$ cat config.mk
export PLATFORM = sky130hd
export DESIGN_NAME = coin_front_end
export DESIGN_NICKNAME = d
export VERILOG_FILES = /design/src/rtl/coin_front_end.sv
export SDC_FILE = /design/constraint.sdc
export NUM_CORES = 1
export LEC_CHECK = 0
export CORE_AREA = 2 2 57 59
export DETAILED_ROUTE_END_ITERATION = 8
export DIE_AREA = 0 0 59 61
export GPL_TIMING_DRIVEN = 1
export HOLD_SLACK_MARGIN = 0.05
export PLACE_DENSITY = 0.75
export SYNTH_ARGS = -nofsm -noshare
export SYNTH_HDL_FRONTEND = slang
export SYNTH_SLANG_ARGS = --single-unit
$ cat constraint.sdc
create_clock -name clk -period 2.1 [get_ports clk]
set_clock_uncertainty 0.1 [all_clocks]
set_input_delay 0.315 -clock clk [delete_from_list [all_inputs] [get_ports clk]]
set_output_delay 0.315 -clock clk [all_outputs]
set_load 0.01 [all_outputs]
$ cat src/rtl/coin_front_end.sv
// coin_front_end
// Upstream conditioning stage for the soda vending FSM. The three raw coin
// sensor lines are synchronized, debounced and classified by one shared FSM.
// Clean single-cycle strobes come out for accepted coins, and a reject strobe
// goes to the return gate. A wrapping counter of accepted coins is kept for
// diagnostics.
//
// Ports
//   clk       rising-edge system clock
//   rst       asynchronous, active-low reset
//   n_raw     raw nickel sensor (asynchronous, may bounce)
//   d_raw     raw dime sensor (asynchronous, may bounce)
//   q_raw     raw quarter sensor (asynchronous, may bounce)
//   lock      vending FSM busy; a coin that qualifies while this is high is refused
//   N, D, Q   one-cycle strobes: nickel / dime / quarter accepted
//   coin_rej  one-cycle strobe: coin refused (several lines at once, or locked)
//   acc_cnt   accepted-coin count, wraps to zero after all-ones
module coin_front_end #(
    parameter int DEB_CYCLES = 4,
    parameter int DEB_W      = 8,
    parameter int ACC_W      = 8
) (
    input  logic             clk,
    input  logic             rst,
    input  logic             n_raw,
    input  logic             d_raw,
    input  logic             q_raw,
    input  logic             lock,
    output logic             N,
    output logic             D,
    output logic             Q,
    output logic             coin_rej,
    output logic [ACC_W-1:0] acc_cnt
);

    typedef enum logic [1:0] {
        IDLE    = 2'd0,
        QUAL    = 2'd1,
        RELEASE = 2'd2
    } state_t;

    localparam logic [DEB_W-1:0] CNT_LAST = DEB_W'(DEB_CYCLES - 1);

    logic [2:0]       meta;
    logic [2:0]       s;
    logic [2:0]       cap;
    logic [DEB_W-1:0] cnt;
    state_t           state;
    logic             one_hot;

    // Two-flop synchronizer; s = {nickel, dime, quarter} and nothing
    // downstream ever looks at the raw lines directly.
    always_ff @(posedge clk or negedge rst) begin
        if (!rst) begin
            meta <= 3'b000;
            s    <= 3'b000;
        end else begin
            meta <= {n_raw, d_raw, q_raw};
            s    <= meta;
        end
    end

    assign one_hot = (cap == 3'b100) || (cap == 3'b010) || (cap == 3'b001);

    // Shared debounce/classify FSM. Starting in RELEASE means a line that is
    // already high when reset lifts must first go quiet before any coin can
    // be recognised. The decision is taken on the edge where the captured
    // pattern has been stable for DEB_CYCLES evaluations, and lock is only
    // looked at on that edge. cnt is cleared on the decision so the release
    // phase always needs a full DEB_CYCLES of quiet lines.
    always_ff @(posedge clk or negedge rst) begin
        if (!rst) begin
            state    <= RELEASE;
            cap      <= 3'b000;
            cnt      <= '0;
            N        <= 1'b0;
            D        <= 1'b0;
            Q        <= 1'b0;
            coin_rej <= 1'b0;
            acc_cnt  <= '0;
        end else begin
            N        <= 1'b0;
            D        <= 1'b0;
            Q        <= 1'b0;
            coin_rej <= 1'b0;
            case (state)
                IDLE: begin
                    if (s != 3'b000) begin
                        cap   <= s;
                        cnt   <= '0;
                        state <= QUAL;
                    end
                end
                QUAL: begin
                    if (s == 3'b000) begin
                        state <= IDLE;
                    end else if (s != cap) begin
                        cap <= s;
                        cnt <= '0;
                    end else if (cnt != CNT_LAST) begin
                        cnt <= cnt + DEB_W'(1);
                    end else begin
                        if (one_hot && !lock) begin
                            N       <= cap[2];
                            D       <= cap[1];
                            Q       <= cap[0];
                            acc_cnt <= acc_cnt + ACC_W'(1);
                        end else begin
                            coin_rej <= 1'b1;
                        end
                        cnt   <= '0;
                        state <= RELEASE;
                    end
                end
                RELEASE: begin
                    if (s != 3'b000) begin
                        cnt <= '0;
                    end else if (cnt == CNT_LAST) begin
                        cnt   <= '0;
                        state <= IDLE;
                    end else begin
                        cnt <= cnt + DEB_W'(1);
                    end
                end
                default: begin
                    cnt   <= '0;
                    state <= RELEASE;
                end
            endcase
        end
    end

endmodule

==> out/results.ini, run 1 <==
[run_status]
status=completed

[final_layout]
diodes=0
syn_to_final_growth_pct=21.9
finalNonFillerCells=201
layout_commonest_cell=dfrtp_1
regArea_um2=777
fin_nets=179
nFillCells=257
layout_common_cells=dfrtp_1, clkdlybuf4s50_1, buf_4
drive_above_1_share_pct=23.8
multi_input_area_um2=742
final_cell_area_um2=1890

[logic_synthesis]
synth_nets=147
yosysSeqAreaShare_pct=50.0
syn-instance-count=135
synth_area_leaders=dfrtp_1, ha_1, xnor2_1
syn_area_um2=1550
yosysWarnings=0
ys_seq_elements=31
synthArstFlopShare_pct=100
synth_ff_type=dfrtp_1
ys_types=43
synth_edf_count=0
synth_top_area_share_pct=48.3
syn_area_per_cell_um2=11.5
synth_top_cell_by_area=dfrtp_1

[global_route]
track_usage_pct=18.4
grtUsageMet1_pct=21.9
grt.busiest_layer=met2
grt_max_degree=22
grt_pass1_vias=1110
antenna_found_initial=0
grt.overflow.total=0
grt_pass1_wl_um=4800
grt_use_met3_pct=3.84
grtUsageMet2_pct=31.1

[critical_path]
r2r_slack_ns=0.13
max_stage_delay_ns=0.57
crit_type=register to register
arrival_ns=2.14
rr_startpoint=state[1]
critPathLaunch=state[1]
start_kind=register
r2r_cells=6
cp_slowest_cell=dfstp_2
required_ns=2.27
r2r_end=cnt[5]
cp_max_fo=9
crit_path_end=cnt[5]
path_cells=inv_1 -> ha_1 -> o21a_1 -> nor2_1 -> and2_2 -> a22o_1
crit_path_end_kind=register

[power]
power_density_nw_per_um2=825
irDropWorstVdd_mv=0.497
swShare_pct=34.0
leakage_uw=0.000888
switchingPower_uw=532
internal_power_uw=1030
combPwrFrac_pct=31.6
clockPowerShare_pct=20.8
seq_power_share_pct=47.6

[clock_network]
h-tree-depth=2
cts_tree=yes
cts_made_buffers=5
clk_pin_slew_ns=0.09
clock_latency_ns=0.32
cts-root-buf=clkbuf_4
cts.sinks=31
cts_max_path_buffers=2

[sta]
tightest_slew_ns=0.553
setup_viol=0
fmax_ghz=0.507
period_share_pct=93.8
finalMaxSlewViolations=0
final_hold_viol_count=0
rsz0062_at_grt=false
min_period_ns=1.97
maxSlewHeadroom_pct=62.8

[routing]
wl_um=3010
via_per_inst=5.65
route.vias.total=1135
wl_per_cell_um=15.0
drt_first_pass_iters=4
postRouteAntennaNets=0
drc_errors=0
drtIter0Drc=29

[floorplan]
die-area_um2=3600
rows=20
die_y_um=61
dieWidth_um=59
top_level_ports=18
initial_utilization_pct=52.6
coreArea_um2=2950

[placement]
dp_hpwl_um=2110
routabilityCongestion=0.781
numPortBuffers=17
place_inst=187
place_area_um2=1790

[flow_run]
max_cap_viol_count=0

[worst_hold_path]
hp-class=primary input to async pin

-- power groups by stage --
stage	registers, µW	logic, µW	clock network [µW]
finish	744	494	325
global route	753	553	367
CTS	744	483	338
detailed placement	756	481	0
global placement	749	462	0
floorplan	733	385	0
-- per-layer routing --
metal  share of wire [%]  wire, µm
met1                  44      1330
met2                  51      1540
met3                 2.6        78
met4                 1.8        54
met5                   0         0
-- cell usage after synthesis, types with 2 or more instances --
cell type  instances
a21o_1             6
a21oi_1            2
a22o_1             5
and2_2             4
and3_1             3
dfrtp_1           30
ha_1               6
inv_1              6
mux2_2             4
nand2_1            7
nand2b_1           2
nand3_1            6
nand3_2            2
nand4_1            5
nor2_1             7
nor3_2             2
o21ai_0            3
or2b_2             3
xnor2_1            7
xor2_1             2
-- cell families after synthesis --
logic type	synth area share [%]
buffers and inverters	2.50
DFF	50.0
xor gates and xnor gates	5.07
muxes	3.54
adders and majority gates	4.83
AOI/OAI and AO/OA	13.2
and+or+nand+nor	20.9
-- how the worst min path moves through the flow --
stage	slack, ns	start	end
final	0.24	rst	cnt[2]
after detailed placement	0.24	meta[1]	s[1]
after CTS	0.26	rst	state[0]
after global routing	0.27	rst	cnt[7]
after global placement	0.23	meta[1]	s[1]
after floorplan	-0.08	rst	D
-- cell type report --
class / instances / area share (%)
sequential: 31 / 41.0
multi-input combinational: 96 / 39.2
inverter: 6 / 1.19
clock buffer: 7 / 2.38
clock inverter: 1 / 0.264
timing repair buffer: 27 / 13.8
tap: 33 / 2.18
-- registers in the layout (all words and copies together), names as in the netlist --
signal,count
D,1
N,1
Q,1
acc_cnt,8
cap,3
cnt,8
coin_rej,1
meta,3
s,3
state,2
-- critical path: cells and delay by family, from the launching register on --
kind / cells / cell delay, ns
AOI/OAI and AO/OA: 2 / 0.46
adders and majority gates: 1 / 0.25
buffers and inverters: 1 / 0.06
DFF: 1 / 0.57
and+or+nand+nor: 2 / 0.47
-- through the flow --
stage / hold WS [ns] / setup TNS, ns / total power, µW / worst slack, ns / utilization [%]
3_3_place_gp: 0.233 / 0 / 1210 / 0.0606 / 60.7
2_1_floorplan: -0.0806 / 0 / 1120 / 0.261 / -
5_1_grt: 0.270 / 0 / 1670 / 0.00404 / 64.2
4_1_cts: 0.257 / 0 / 1560 / 0.0312 / 62.6
3_5_place_dp: 0.236 / -0.0130 / 1240 / -0.0130 / 60.7
6_report: 0.242 / 0 / 1560 / 0.129 / 64.2
-- repair_timing --
item	in CTS	in global routing
hold buffers	0	0
gates resized for setup	0	3
pin swaps	1	1
setup buffers	1	5
setup endpoints to repair	2	9
Note: power is estimated with default switching activity, not from simulation.
==> inputs of run 2 (changes only) <==
--- a/config.mk
+++ b/config.mk
@@ -11,6 +11,7 @@
 export GPL_TIMING_DRIVEN = 1
 export HOLD_SLACK_MARGIN = 0.05
 export PLACE_DENSITY = 0.75
+export SLEW_MARGIN = 15
 export SYNTH_ARGS = -nofsm -noshare
 export SYNTH_HDL_FRONTEND = slang
 export SYNTH_SLANG_ARGS = --single-unit
==> results of run 2 <==
Final layout, timing and power as in run 1 (identical DEF).
==> inputs of run 3 (changes only) <==
--- a/config.mk
+++ b/config.mk
@@ -6,6 +6,7 @@
 export NUM_CORES = 1
 export LEC_CHECK = 0
 export CORE_AREA = 2 2 57 59
+export CTS_BUF_LIST = sky130_fd_sc_hd__clkbuf_8 sky130_fd_sc_hd__clkbuf_16
 export DETAILED_ROUTE_END_ITERATION = 8
 export DIE_AREA = 0 0 59 61
 export GPL_TIMING_DRIVEN = 1
==> run 3 against run 2 <==
- wire length increased by 0.80%
- maximum frequency decreased by 1.1%
- critical path depth unchanged
- design area increased by 1.4%
- power increased by 7.0%
- first-iteration DRC count decreased by 28%
- final cell count decreased by 1.0%
- highest routed layer unchanged
- sequential power about the same
- setup slack got worse by 0.022 ns
- worst hold slack improved by 0.0044 ns
- largest cell class unchanged
==> out/results.ini, run 3 (synthesized netlist as in run 1, its figures left out) <==
[run_status]
status=completed

[floorplan]
top_level_ports=18
initial_utilization_pct=52.6
dieWidth_um=59
coreArea_um2=2950
rows=20
die_y_um=61
die-area_um2=3600

[critical_path]
r2r_slack_ns=0.11
r2r_cells=6
arrival_ns=2.06
cp_max_fo=8
required_ns=2.17
start_kind=register
crit_path_end_kind=register
critPathLaunch=cnt[0]
rr_startpoint=cnt[0]
crit_type=register to register
r2r_end=acc_cnt[1]

[power]
report.power.total_uw=1670
leakage_uw=0.000899
power_density_nw_per_um2=870
irDropWorstVdd_mv=0.528

[clock_network]
clk_pin_slew_ns=0.06
clock_latency_ns=0.28
ctsHoldBuffers=0
cts_tree=yes
cts_made_buffers=5
cts-root-buf=clkbuf_8
cts.sinks=31
cts_max_path_buffers=2
h-tree-depth=2

[sta]
period_share_pct=94.9
maxSlewHeadroom_pct=61.9
final_hold_viol_count=0
min_period_ns=1.99
tightest_slew_ns=0.570
finalMaxSlewViolations=0
rsz0062_at_grt=false
fmax_ghz=0.502
setup_viol=0

[global_route]
grt_pass1_wl_um=4930
grt_max_degree=22
grt.overflow.total=0
antenna_found_initial=0
track_usage_pct=19.0
grt_pass1_vias=1099

[placement]
numPortBuffers=17
routabilityCongestion=0.781
dp_hpwl_um=2110
place_area_um2=1790

[final_layout]
layout_commonest_cell=dfrtp_1
diodes=0
fin_nets=177
top_regs=acc_cnt: 8 flops, cnt: 8 flops
layout_common_cells=dfrtp_1, clkdlybuf4s50_1, inv_1
final_cell_area_um2=1920
drive_above_1_share_pct=22.9
syn_to_final_growth_pct=23.6
nFillCells=247

[routing]
wl_um=3030
drc_errors=0
drtIter0Drc=21
via_per_inst=5.70
drt_first_pass_iters=4
postRouteAntennaNets=0
route.vias.total=1134
wl_per_cell_um=15.2

[flow_run]
max_cap_viol_count=0

[worst_hold_path]
worstHoldPathCells=0
hp-class=register to register
holdPathEnd=s[1]
min-delay-start=meta[1]

-- run 3: cell count changes in the layout (fill, tap and decap cells not counted) --
| cell | change |
|---|---|
| clkbuf_8 | +5 |
| clkbuf_4 | -5 |
| inv_1 | +2 |
| ha_4 | +1 |
| ha_2 | -1 |
| buf_4 | -2 |
| clkbuf_1 | -2 |
-- run 3: critical path: stages (launching register included) --
cell and delay [ns]:
dfrtp_1 0.43, ha_4 0.17, nor4b_4 0.24, nand3_2 0.16, nor4_4 0.28, buf_6 0.17, mux2_2 0.33
-- run 3: layout make-up --
type,count,area [µm²],area share (%)
clock buffers,5,68.8,3.58
multi-input cells,96,752,39.2
flip-flops and latches,31,777,40.5
inverters,6,22.5,1.17
well taps,33,41.3,2.15
repair buffers,25,246,12.8
clock inverters,3,12.5,0.651
-- run 3: worst max-delay path by stage --
stage	slack, ns	end
finish	0.11	acc_cnt[1]
global route	0.009	acc_cnt[1]
CTS	0.01	acc_cnt[1]
detailed placement	-0.01	acc_cnt[1]
global placement	0.06	acc_cnt[1]
floorplan	0.26	acc_cnt[4]
-- run 3: timing repair --
action	CTS	global route
endpoints found under the setup margin	5	10
pin swaps	1	0
cloned	0	0
resized for setup	0	4
setup buffers	1	3
-- run 3: routing by layer --
| layer | global-route usage [%] | vias to the layer above | routed length (µm) |
|---|---|---|---|
| met5 | 0 | - | 0 |
| met4 | 7.79 | 0 | 48 |
| met3 | 6.40 | 6 | 120 |
| met2 | 32.2 | 31 | 1580 |
| met1 | 22.1 | 556 | 1280 |
| li1 | - | 541 | - |
-- run 3: through the flow --
stage	hold WS, ns	instances	util, %	TNS [ns]	setup WS [ns]
2_1_floorplan	-0.0806	135	-	0	0.261
3_3_place_gp	0.233	187	60.7	0	0.0606
3_5_place_dp	0.236	187	60.7	-0.0130	-0.0130
4_1_cts	0.249	196	63.7	0	0.0118
5_1_grt	0.260	199	65.0	0	0.00855
6_report	0.247	199	65.0	0	0.107
-- run 3: power breakdown --
part           total, µW  leakage [µW]  switching [µW]  internal (µW)
clock                437     0.0000505             215            222
sequential           745      0.000407            80.3            665
combinational        489      0.000441             254            236
total               1670      0.000899             549           1120
==> patch 1: new RTL, config.mk and constraints of run 2 <==
Register the inputs `n_raw`, `d_raw`, `q_raw` and `lock` before use, without a reset. The logic sees them one clock later. Comments in the files are not updated.
--- a/src/rtl/coin_front_end.sv
+++ b/src/rtl/coin_front_end.sv
@@ -41,6 +41,18 @@
 
     localparam logic [DEB_W-1:0] CNT_LAST = DEB_W'(DEB_CYCLES - 1);
 
+    logic n_raw_q;
+    logic d_raw_q;
+    logic q_raw_q;
+    logic lock_q;
+
+    always_ff @(posedge clk) begin
+        n_raw_q <= n_raw;
+        d_raw_q <= d_raw;
+        q_raw_q <= q_raw;
+        lock_q  <= lock;
+    end
+
     logic [2:0]       meta;
     logic [2:0]       s;
     logic [2:0]       cap;
@@ -55,7 +67,7 @@
             meta <= 3'b000;
             s    <= 3'b000;
         end else begin
-            meta <= {n_raw, d_raw, q_raw};
+            meta <= {n_raw_q, d_raw_q, q_raw_q};
             s    <= meta;
         end
     end
@@ -100,7 +112,7 @@
                     end else if (cnt != CNT_LAST) begin
                         cnt <= cnt + DEB_W'(1);
                     end else begin
-                        if (one_hot && !lock) begin
+                        if (one_hot && !lock_q) begin
                             N       <= cap[2];
                             D       <= cap[1];
                             Q       <= cap[0];
Formal check against the unedited RTL: not equivalent (Yosys sat finds a counterexample within 10 cycles, from zero or initial values and one cycle with rst low).
==> patch 1 against run 2 <==
The run now ends with setup timing left; sequential share of layout area is 3.2 points lower; sequential cell count is 4 higher; synthesized area is 12% higher; global-route usage is 5.7 points higher; routed wire length is 27% higher; critical endpoint is now acc_cnt[1]; critical path type unchanged; total power is 38% higher; fmax is 8.1% lower; final cell count is 16% higher; setup slack worse by 0.17 ns; cell area is 20% higher; largest cell class is now multi-input combinational cells.
==> patch 1: results (changes against run 2) <==
result of the run finished with violations; failing checks setup timing; sequential share of the synthesized area 0.495 (-0.00542); global placement routability congestion 0.969 (+24%); count of distinct cell types in the synthesized netlist 44 (+2.3%); final total negative setup slack -0.0726 ns (-0.0726 ns); final-layout fill cell count 198 (-23%); critical path data arrival time 2.30 ns (+0.16 ns); CTS-repair resized insts 7 (+7); number of cells on the worst reg-to-reg path 5 (-1); pin count of the biggest net entering global routing 32 (+45%); Seq. pwr 0.801 mW (+7.7%); Worst Setup SP cnt[4]; clock edge transition at the registers on the reported setup and hold paths 0.12 ns (+0.03 ns); fraction of synthesis flops using an asynchronous set or reset pin 0.886 (-0.114); router iterations before antenna repair 5 (+1); CP max-delay cell sky130_fd_sc_hd__or4_4; worst r2r dst acc_cnt[1]; Worst Setup End Kind register; placed standard-cell area 2080 µm² (+16%); Setup-failing EPs final 3 (+3); worst flop-to-flop path startpoint cnt[4]; worst slack after detailed placement -0.0483 ns (-0.0353 ns); placed wire-length estimate after detailed placement 2580 µm (+22%); hold_ws 0.242 ns (-0.000692 ns); source-to-sink clock delay at the later pin of the worst-skew pair 0.36 ns (+0.04 ns); largest buffer count on any clock path 2 (unchanged); Area Growth Syn to Fin 30.9%; area fraction in compound gates after synthesis 0.139 (+0.00658); post-synthesis net count 169 (+15%); Overall Global Routing Usage 0.241 (+0.0570); wire length per cell after detailed routing 16.4 µm (+9.5%); static leakage 1.04 nW (+18%); via total after detailed routing 1447 (+27%); least setup slack across all paths after layout -0.0453 ns (-0.175 ns); switching part of the total power 0.377 (+0.0364); kind of cell with the highest combined delay on the critical path simple AND/OR/NAND/NOR gates; count of buffers added by post-CTS timing repair for setup 1 (unchanged); Area contributors post-synth sky130_fd_sc_hd__dfrtp_1, sky130_fd_sc_hd__xor2_1, sky130_fd_sc_hd__dfxtp_1, sky130_fd_sc_hd__ha_1, sky130_fd_sc_hd__nand2_1; largest voltage drop on the vdd net 844 µV (+70%); Synth Area in XOR/XNOR 0.0556 (+0.00487); portion of netlist area occupied by mux cells 0.0195 (-0.0159); Synth Instances 157 (+16%); wire length of the first global-routing pass 6410 µm (+34%); share of final-layout standard cells stronger than drive strength 1 0.269 (+0.0306); leading cell types by count after synthesis sky130_fd_sc_hd__dfrtp_1, sky130_fd_sc_hd__nand2_1, sky130_fd_sc_hd__xor2_1; Cells after DPL 224 (+20%); number of global-route vias before repair 1451 (+31%); routed vias/inst 6.18 (+9.5%); measured slew at the worst slew-check pin 0.755 ns (+0.201 ns); adder-cell share of the synthesized area 0.0433 (-0.00499); initial antenna violation count 0 (unchanged); drt first-iter violations 116 (+300%); Total Nets Final 212 (+18%); Logic power comb 0.850 mW (+72%); path class of the lowest-slack min-delay path register to register; prevailing post-synth register cell sky130_fd_sc_hd__dfrtp_1; clock distribution power 0.509 mW (+57%); Max Fanout on Critical Path 8 (-1)
[patch 1: cell count changes after synthesis, moves of 5 or more]
cell | run 2 | this run
sky130_fd_sc_hd__nor3_1 | 1 | 6
sky130_fd_sc_hd__xor2_1 | 2 | 11
sky130_fd_sc_hd__o211ai_1 | 1 | 7
sky130_fd_sc_hd__xnor2_1 | 7 | 0
sky130_fd_sc_hd__a21o_1 | 6 | 0
sky130_fd_sc_hd__nand2_1 | 7 | 14
[patch 1: area by class of cell]
type,instances,area share
Clock buffer,5,0.0165
Clock inverter,3,0.0210
Inverter,7,0.0116
Multi-Input combinational cell,112,0.404
Sequential cell,35,0.378
Tap cell,33,0.0182
Timing Repair Buffer,39,0.151
[patch 1: per-layer routing]
metal  wire (µm)  track usage  part of all wire  vias up
li1            -            -                 -      672
met1        1540        0.280              0.40      693
met2        1930        0.414              0.50       65
met3         271       0.0746             0.071       17
met4          94        0.104             0.024        0
met5           0            0                 0        -
==> patch 2: new RTL, config.mk and constraints of run 2 <==
Without the edit above. Set the parameter `DEB_W` to 9 (it was 8).
--- a/src/rtl/coin_front_end.sv
+++ b/src/rtl/coin_front_end.sv
@@ -17,7 +17,7 @@
 //   acc_cnt   accepted-coin count, wraps to zero after all-ones
 module coin_front_end #(
     parameter int DEB_CYCLES = 4,
-    parameter int DEB_W      = 8,
+    parameter int DEB_W      = 9,
     parameter int ACC_W      = 8
 ) (
     input  logic             clk,
Function: no difference found for any inputs over 10 cycles, from zero or initial values and one cycle with rst low; that may be too few to reach the edited logic, so the function may still have changed.
==> patch 2 against run 2 <==
Die area did not move; sequential cell count increased by 1; setup slack got worse by 0.085 ns; via count rose by 4.1%; combinational power up 12%; routed wire length down 3.7%; total power grew 13%; fmax decreased by 4.1%; clock power rose by 43%; largest power group unchanged; synthesized area fell by 0.16%; cell area is 7.2% higher; highest routed layer unchanged; utilization is 4.6 points higher; worst hold slack improved by 0.014 ns.
==> patch 2: results (changes against run 2) <==
number of warning messages in the yosys log 0 (unchanged); Total Nets Final 192 (+7.3%); wire length of the first global-routing pass 4650 µm (-3.0%); Overall Global Routing Usage 0.176 (-0.00847); CTS buffer count 5 (unchanged); Cell Count, Final, Fillers Out 213 (+6.0%); static leakage 0.931 nW (+4.8%); source-to-sink clock delay at the later pin of the worst-skew pair 0.33 ns; share of final-layout standard cells stronger than drive strength 1 0.244 (+0.00635); largest voltage drop on the vdd net 579 µV (+16%); count of distinct cell types in the synthesized netlist 36 (-16%); pin count of the biggest net entering global routing 33 (+50%); worst slack after detailed placement -0.0285 ns (-0.0154 ns); kind of cell with the highest combined delay on the critical path simple AND/OR/NAND/NOR gates; Area contributors post-synth sky130_fd_sc_hd__dfrtp_1, sky130_fd_sc_hd__ha_1, sky130_fd_sc_hd__nand2_1, sky130_fd_sc_hd__xor2_1, sky130_fd_sc_hd__mux2_2; CP max-delay cell sky130_fd_sc_hd__or4_4; number of H-tree levels 2 (unchanged); drt first-iter violations 69 (+140%); number of buffers added on ports 17 (unchanged); Routed WL 2900 µm (-3.7%); routed vias/inst 5.54 (-1.8%); normalized max-slew margin 0.736 (+0.108); leading cell types by count after synthesis sky130_fd_sc_hd__dfrtp_1, sky130_fd_sc_hd__nand2_1; largest buffer count on any clock path 2 (unchanged); path class of the lowest-slack min-delay path input port to asynchronous set/reset pin; critical path data arrival time 2.18 ns (+0.04 ns); Synth Instances 137 (+1.5%); critical path's largest stage delay 0.54 ns (-0.03 ns); Cells after DPL 203 (+8.6%); clock edge transition at the registers on the reported setup and hold paths 0.11 ns (+0.02 ns); Max Fanout on Critical Path 3 (-6); result of the run complete, no violations; initial antenna violation count 0 (unchanged); global placement routability congestion 0.860 (+10%); CTS root buffer sky130_fd_sc_hd__clkbuf_4; diode insertion count for antenna repair 0 (unchanged); sequential share of the synthesized area 0.517 (+0.0169); router iterations before antenna repair 6 (+2); placed standard-cell area 1890 µm² (+5.3%); fraction of synthesis flops using an asynchronous set or reset pin 1.00 (unchanged); post-synthesis net count 150 (+2.0%); biggest regs cnt (9), acc_cnt (8); number of global-route vias before repair 1092 (-1.6%); placed wire-length estimate after detailed placement 2110 µm (about the same)
-- patch 2: timing repair --
| item | in CTS | in global routing |
|---|---|---|
| resized for setup | 1 | 13 |
| endpoints found under the setup margin | 1 | 7 |
| pin swaps | 0 | 8 |
| endpoints found under the hold margin | 0 | 0 |
| buffers inserted | 0 | 2 |
-- patch 2: routing by layer --
layer | part of all wire | global-route usage | wire length (µm) | up-vias
met1 | 0.41 | 0.215 | 1200 | 566
li1 | - | - | - | 570
met3 | 0.059 | 0.0448 | 170 | 7
met2 | 0.51 | 0.287 | 1480 | 38
met5 | 0 | 0 | 0 | -
met4 | 0.018 | 0.0942 | 52 | 0
-- patch 2: final timing paths --
check	from	end	slack, ns	cells after the start
max	cnt[4]	state[0]	0.04	5
max reg2reg	cnt[4]	state[0]	0.04	5
min in group clk	meta[2]	s[2]	0.26	0
min reg2reg	meta[2]	s[2]	0.26	0
min	rst	acc_cnt[6]	0.26	2
max in group asynchronous	rst	state[1]	1.31	2
-- patch 2: area by class of cell --
| cell class | instances | area (µm²) |
|---|---|---|
| clock buffer | 6 | 41.3 |
| tap | 33 | 41.3 |
| multi-input combinational | 98 | 769 |
| inverter | 6 | 22.5 |
| fill | 226 | 922 |
| timing repair buffer | 36 | 317 |
| sequential | 32 | 805 |
| clock inverter | 2 | 35.0 |
-- patch 2: logic make-up after synthesis --
family | Yosys count | synth area share
flops | 32 | 0.517
buf+inv | 7 | 0.0194
compound gates | 20 | 0.0992
xor+xnor | 11 | 0.0621
simple gates | 52 | 0.190
fa+ha+maj | 7 | 0.0564
mux | 8 | 0.0556
-- patch 2: power breakdown --
part / total, mW / switching, mW / internal (mW)
Sequential: 0.743 / 0.0589 / 0.684
Combinational: 0.552 / 0.281 / 0.271
Clock: 0.466 / 0.216 / 0.249
Total: 1.76 / 0.556 / 1.20
